**config.mk**
```make
export PLATFORM = sky130hd
export DESIGN_NAME = drum_audio_fifo_writer
export DESIGN_NICKNAME = d
export VERILOG_FILES = /design/src/rtl/drum_audio_fifo_writer.sv
export SDC_FILE = /design/constraint.sdc
export NUM_CORES = 1
export LEC_CHECK = 0
export BUFFER_PORTS_ARGS = -buffer_cell sky130_fd_sc_hd__buf_2
export CORE_MARGIN = 5
export CORE_UTILIZATION = 53
export CTS_BUF_LIST = sky130_fd_sc_hd__clkbuf_16
export CTS_CLUSTER_DIAMETER = 200
export CTS_CLUSTER_SIZE = 16
export DETAILED_ROUTE_END_ITERATION = 6
export PLACE_DENSITY_LB_ADDON = 0.1
export SYNTH_ARGS = -nofsm -noshare
export SYNTH_HDL_FRONTEND = slang
export SYNTH_SLANG_ARGS = --single-unit
```
**constraint.sdc**
```tcl
create_clock -name clk -period 2.8 [get_ports clk]
set_input_delay 0.42 -clock clk [delete_from_list [all_inputs] [get_ports clk]]
set_output_delay 0.42 -clock clk [all_outputs]
set_load 0.005 [all_outputs]
```
**src/rtl/drum_audio_fifo_writer.sv**
```systemverilog
// ---------------------------------------------------------------------------
// drum_audio_fifo_writer
//
// Takes one signed drum sample per valid/ready handshake and pushes it into
// the audio core through the bus-master bridge. For each sample it:
//   1. reads the FIFO-space register (AUDIO_BASE+4), retrying while either
//      the left or the right write space is zero,
//   2. writes the left-justified sample to the left data register (+8),
//   3. writes the same word to the right data register (+12).
// A bus request that sees no acknowledge within ACK_TIMEOUT cycles is
// abandoned. The sample is dropped and a sticky error flag is set.
//
// Ports:
//   clk, reset_n          clock, asynchronous active-low reset
//   sample_in/valid/ready signed sample input handshake
//   bus_*                 registered request side of the bus-master bridge;
//                         bus_ack/bus_read_data come back from the bridge
//   sample_count          number of samples written to both channels
//   timeout_err           sticky, set when any bus request times out
// ---------------------------------------------------------------------------
module drum_audio_fifo_writer #(
    parameter int          SAMPLE_W    = 18,
    parameter logic [15:0] AUDIO_BASE  = 16'h3040,
    parameter int          ACK_TIMEOUT = 255
) (
    input  logic                       clk,
    input  logic                       reset_n,
    input  logic signed [SAMPLE_W-1:0] sample_in,
    input  logic                       sample_valid,
    output logic                       sample_ready,
    output logic [15:0]                bus_address,
    output logic [3:0]                 bus_byte_enable,
    output logic                       bus_read,
    output logic                       bus_write,
    output logic [31:0]                bus_write_data,
    input  logic                       bus_ack,
    input  logic [31:0]                bus_read_data,
    output logic [31:0]                sample_count,
    output logic                       timeout_err
);

    typedef enum logic [2:0] {
        IDLE,
        RD_SPACE,
        RD_CHECK,
        GAP,
        WR_LEFT,
        GAP_W,
        WR_RIGHT
    } state_t;

    state_t                     state;
    logic signed [SAMPLE_W-1:0] sample_q;
    logic                       space_ok;
    logic [31:0]                wait_cnt;
    logic                       wait_expired;

    // Sign-extend to 32 bits, then shift so the sample MSB lands in bit 31
    // and the unused LSBs are zero.
    function automatic logic [31:0] left_justify(input logic signed [SAMPLE_W-1:0] s);
        logic signed [31:0] ext;
        ext = 32'(s);
        return ext << (32 - SAMPLE_W);
    endfunction

    assign sample_ready = (state == IDLE);

    // The cycle now ending is the ACK_TIMEOUT-th without an acknowledge.
    assign wait_expired = (wait_cnt == 32'(ACK_TIMEOUT - 1));

    always_ff @(posedge clk or negedge reset_n) begin
        if (!reset_n) begin
            state           <= IDLE;
            sample_q        <= '0;
            space_ok        <= 1'b0;
            wait_cnt        <= '0;
            bus_address     <= '0;
            bus_byte_enable <= '0;
            bus_read        <= 1'b0;
            bus_write       <= 1'b0;
            bus_write_data  <= '0;
            sample_count    <= '0;
            timeout_err     <= 1'b0;
        end else begin
            case (state)
                IDLE: begin
                    if (sample_valid) begin
                        sample_q        <= sample_in;
                        bus_read        <= 1'b1;
                        bus_address     <= AUDIO_BASE + 16'd4;
                        bus_byte_enable <= 4'hF;
                        wait_cnt        <= '0;
                        state           <= RD_SPACE;
                    end
                end

                RD_SPACE: begin
                    if (bus_ack) begin
                        bus_read        <= 1'b0;
                        bus_byte_enable <= 4'h0;
                        // Both left and right write-space fields must be non-zero.
                        space_ok        <= (bus_read_data[31:24] != 8'd0) &&
                                           (bus_read_data[23:16] != 8'd0);
                        state           <= RD_CHECK;
                    end else if (wait_expired) begin
                        bus_read        <= 1'b0;
                        bus_byte_enable <= 4'h0;
                        timeout_err     <= 1'b1;
                        state           <= IDLE;
                    end else begin
                        wait_cnt <= wait_cnt + 32'd1;
                    end
                end

                // Request lines are already low here, so the next request is
                // separated from the read by at least this cycle.
                RD_CHECK: begin
                    if (space_ok) begin
                        bus_write       <= 1'b1;
                        bus_address     <= AUDIO_BASE + 16'd8;
                        bus_write_data  <= left_justify(sample_q);
                        bus_byte_enable <= 4'hF;
                        wait_cnt        <= '0;
                        state           <= WR_LEFT;
                    end else begin
                        state <= GAP;
                    end
                end

                GAP: begin
                    bus_read        <= 1'b1;
                    bus_address     <= AUDIO_BASE + 16'd4;
                    bus_byte_enable <= 4'hF;
                    wait_cnt        <= '0;
                    state           <= RD_SPACE;
                end

                WR_LEFT: begin
                    if (bus_ack) begin
                        bus_write       <= 1'b0;
                        bus_byte_enable <= 4'h0;
                        state           <= GAP_W;
                    end else if (wait_expired) begin
                        bus_write       <= 1'b0;
                        bus_byte_enable <= 4'h0;
                        timeout_err     <= 1'b1;
                        state           <= IDLE;
                    end else begin
                        wait_cnt <= wait_cnt + 32'd1;
                    end
                end

                // Write data is unchanged; only the address moves to the right channel.
                GAP_W: begin
                    bus_write       <= 1'b1;
                    bus_address     <= AUDIO_BASE + 16'd12;
                    bus_byte_enable <= 4'hF;
                    wait_cnt        <= '0;
                    state           <= WR_RIGHT;
                end

                WR_RIGHT: begin
                    if (bus_ack) begin
                        bus_write       <= 1'b0;
                        bus_byte_enable <= 4'h0;
                        sample_count    <= sample_count + 32'd1;
                        state           <= IDLE;
                    end else if (wait_expired) begin
                        bus_write       <= 1'b0;
                        bus_byte_enable <= 4'h0;
                        timeout_err     <= 1'b1;
                        state           <= IDLE;
                    end else begin
                        wait_cnt <= wait_cnt + 32'd1;
                    end
                end

                default: begin
                    bus_read        <= 1'b0;
                    bus_write       <= 1'b0;
                    bus_byte_enable <= 4'h0;
                    state           <= IDLE;
                end
            endcase
        end
    end

endmodule
```
==> flow_metrics.py <==
metrics = {
    "status": {
        "status": "finished, final reports clean",
    },
    "final_layout": {
        "fin_cells": 760,
        "fillers": 897,
        "final_nets": 676,
        "diodes": 0,
        "area_growth_pct": 15.3,
        "fin_util_pct": 62.3,
        "seqCellArea_sq_um": 2780,
        "multiInputGateArea_sq_um": 2460,
        "drive_gt1_share_pct": 29.3,
        "finalInstanceArea_sq_um": 6400,
    },
    "timing": {
        "grt_setup_unrepaired": "no",
        "worst_pin_slew_ns": 0.698,
        "tns_ns": 0,
        "drv_slew": 0,
        "finalHoldViolCount": 0,
        "max_freq_ghz": 0.419,
        "relSlewSlack_pct": 53.0,
        "fin_hold_ws_ns": 0.0647,
        "setup-violations-final": 0,
        "min_period_over_period_pct": 85.2,
        "fin_crit_ns": 2.38,
        "fin_skew_ns": 0.00594,
    },
    "synth": {
        "yosysTopAreaCell": "dfrtp_1",
        "yosys_register_bits": 111,
        "avgSynthCellArea_sq_um": 10.6,
        "yosysWarnings": 0,
        "syn_area_sq_um": 5550,
        "yosysSeqAreaShare_pct": 50.0,
        "yosys-top-cells-area": "dfrtp_1 50%, mux2_2 7.5%, xnor2_1 4.7%",
        "synth_top_area_share_pct": 50.0,
        "yosysUniqueCellTypes": 48,
        "async_flop_share_pct": 100,
        "synthCells": 525,
        "synth_edf_count": 0,
        "synth_flop_cell": "dfrtp_1",
    },
    "clock_network": {
        "path_clk_slew_ns": 0.07,
        "cts_buffers": 9,
        "ctsHoldBuffers": 0,
        "post_cts.repair.setup_buffers": 0,
        "clk_latency_ns": 0.35,
        "cts_sinks": 111,
        "cts_resized": 0,
        "clk_path_buf_depth": 2,
        "tritoncts": "done",
        "cts-root-buf": "clkbuf_16",
        "htree_levels": 3,
    },
    "place": {
        "dp_hpwl_mm": 8.24,
        "gp_congestion": 0.834,
        "dpl_cell_area_sq_um": 6090,
        "io_buffer_count": 100,
        "dp_cells": 744,
    },
    "route": {
        "ant_nets": 0,
        "drt-wirelength-per-cell_um": 15.3,
        "wl_mm": 11.6,
        "vias_per_cell": 5.48,
        "first_pass_iters": 5,
        "via_count": 4163,
        "remaining_drc_errors": 0,
        "drtIter0Drc": 207,
    },
    "power": {
        "p_leak_nw": 2.90,
        "p_per_area_nw_per_um2": 757,
        "ir_worst_vdd_uv": 604,
    },
    "floorplanning": {
        "die_x_um": 112,
        "rows": 37,
        "core_area_sq_um": 10300,
        "die-area_sq_um": 12600,
        "chipHeight_um": 112,
        "initial_utilization_pct": 54.0,
        "pin_count": 142,
    },
    "critical_path": {
        "critPathCaptureType": "register",
        "required_ns": 3.07,
        "ff2ff_setup_slack_ns": 0.42,
        "startpoint_type": "register",
        "critPathKind": "register to register",
        "reg2reg_depth": 5,
        "cp_max_fo": 13,
        "arrival_ns": 2.66,
        "worstReg2RegStart": "state[1]$_DFFE_PN0P_",
        "reg2reg_to": "wait_cnt[28]$_DFFE_PN0P_",
    },
    "grt": {
        "antenna_found_initial": 0,
        "grt_max_degree": 47,
        "grt_pass1_vias": 4156,
        "grt_pass1_wl_mm": 19.9,
        "grt_use_total_pct": 19.0,
        "overflow": 0,
    },
    "job": {
        "drv_cap": 0,
    },
    "hold_path": {
        "hp-class": "input pin to asynchronous set/reset pin",
    },
}
where the power goes:
part	leakage (nW)	total [W]	switching [W]	internal, W
registers	1.41	0.00220	0.000251	0.00195
clock network	0.150	0.00134	0.000623	0.000715
logic	1.33	0.00131	0.000680	0.000627
worst max-delay path by stage:
stage,start,end,cells after the start
2_1_floorplan,state[0]$_DFFE_PN0P_,sample_q[10]$_DFFE_PN0P_,5
3_3_place_gp,state[1]$_DFFE_PN0P_,wait_cnt[28]$_DFFE_PN0P_,5
3_5_place_dp,state[0]$_DFFE_PN0P_,sample_count[28]$_DFFE_PN0P_,5
4_1_cts,state[1]$_DFFE_PN0P_,wait_cnt[13]$_DFFE_PN0P_,5
5_1_grt,state[0]$_DFFE_PN0P_,sample_count[20]$_DFFE_PN0P_,5
6_report,state[1]$_DFFE_PN0P_,wait_cnt[28]$_DFFE_PN0P_,5
kinds of logic (layout without fill, tap and decap cells):
kind of cell / after synthesis / count (layout) / share of synthesized area (%)
and+or+nand+nor: 193 / 193 / 20.1
DFF: 111 / 111 / 50.0
buffers and inverters: 74 / 149 / 7.37
AOI/OAI and AO/OA: 59 / 59 / 6.72
xor gates and xnor gates: 44 / 44 / 6.94
muxes: 40 / 40 / 8.05
adders and majority gates: 3 / 3 / 0.676
other: 1 / 25 / 0.0675
final cells by class:
cell class	instances	share of cell area [%]
Tap cell	136	2.66
Clock buffer	9	3.52
Sequential cell	111	43.4
Inverter	21	1.23
Multi-Input combinational cell	364	38.4
Timing Repair Buffer	112	9.46
Clock inverter	7	1.35
state kept, by name (all words and copies together), names as in the netlist:
signal / flops
sample_count: 32
timeout_err: 1
state: 3
wait_cnt: 32
bus_byte_enable: 1
bus_write: 1
sample_q: 18
bus_write_data: 18
bus_read: 1
bus_address: 3
space_ok: 1
metrics by stage:
stage	total power (W)	worst slack [ns]
after CTS	0.00491	0.420
after global routing	0.00516	0.184
after detailed placement	0.00355	0.432
after floorplan	0.00309	0.729
final	0.00485	0.415
after global placement	0.00349	0.460
worst max-delay path, stage by stage (launching register included):
cell	delay, ns
dfrtp_1	0.51
and3_1	0.27
a211o_1	0.45
or3_1	0.49
or4_1	0.42
a21oi_1	0.16
metal layers:
layer,GRT usage [%],vias to the layer above,wire length (um)
met5,0,-,0
met4,3.37,0,78
met3,6.63,6,822
met2,32.2,105,5830
met1,24.0,2037,4880
li1,-,2015,-
Yosys cell counts, types with 2 or more instances:
cell and number:
nor3_1 14, xor2_1 14, and3_1 2, nand4_2 2
nor4_2 8, mux2i_1 3, a21oi_1 21, nand2_1 27
o21ai_0 12, and2_1 4, nor4_1 20, o31ai_1 12
nand3_1 24, dfrtp_1 111, nand2b_1 2, xnor2_1 30
buf_1 2, nand4_1 12, nor2_1 36, inv_1 21
nor4b_1 3, mux2_2 37, a31oi_1 2, buf_4 32
and4_1 8, or3_1 8, buf_2 9, ha_1 3
nor2b_1 2, o22ai_1 2, clkbuf_1 10, or4_1 14
or2_2 3
layout by cell type, fill, tap and decap left out, types with 9 or more instances in the layout:
cell / count
inv_1: 21
nand2_1: 27
xnor2_1: 30
nor3_1: 13
buf_2: 99
or4_1: 14
nor4_1: 20
nor2_1: 36
dfrtp_1: 111
o21ai_0: 12
mux2_2: 37
conb_1: 25
nand4_1: 12
o31ai_1: 12
nand3_1: 24
a21oi_1: 21
xor2_1: 14
clkbuf_16: 9
buf_4: 12
(Power assumes the default switching activity.)
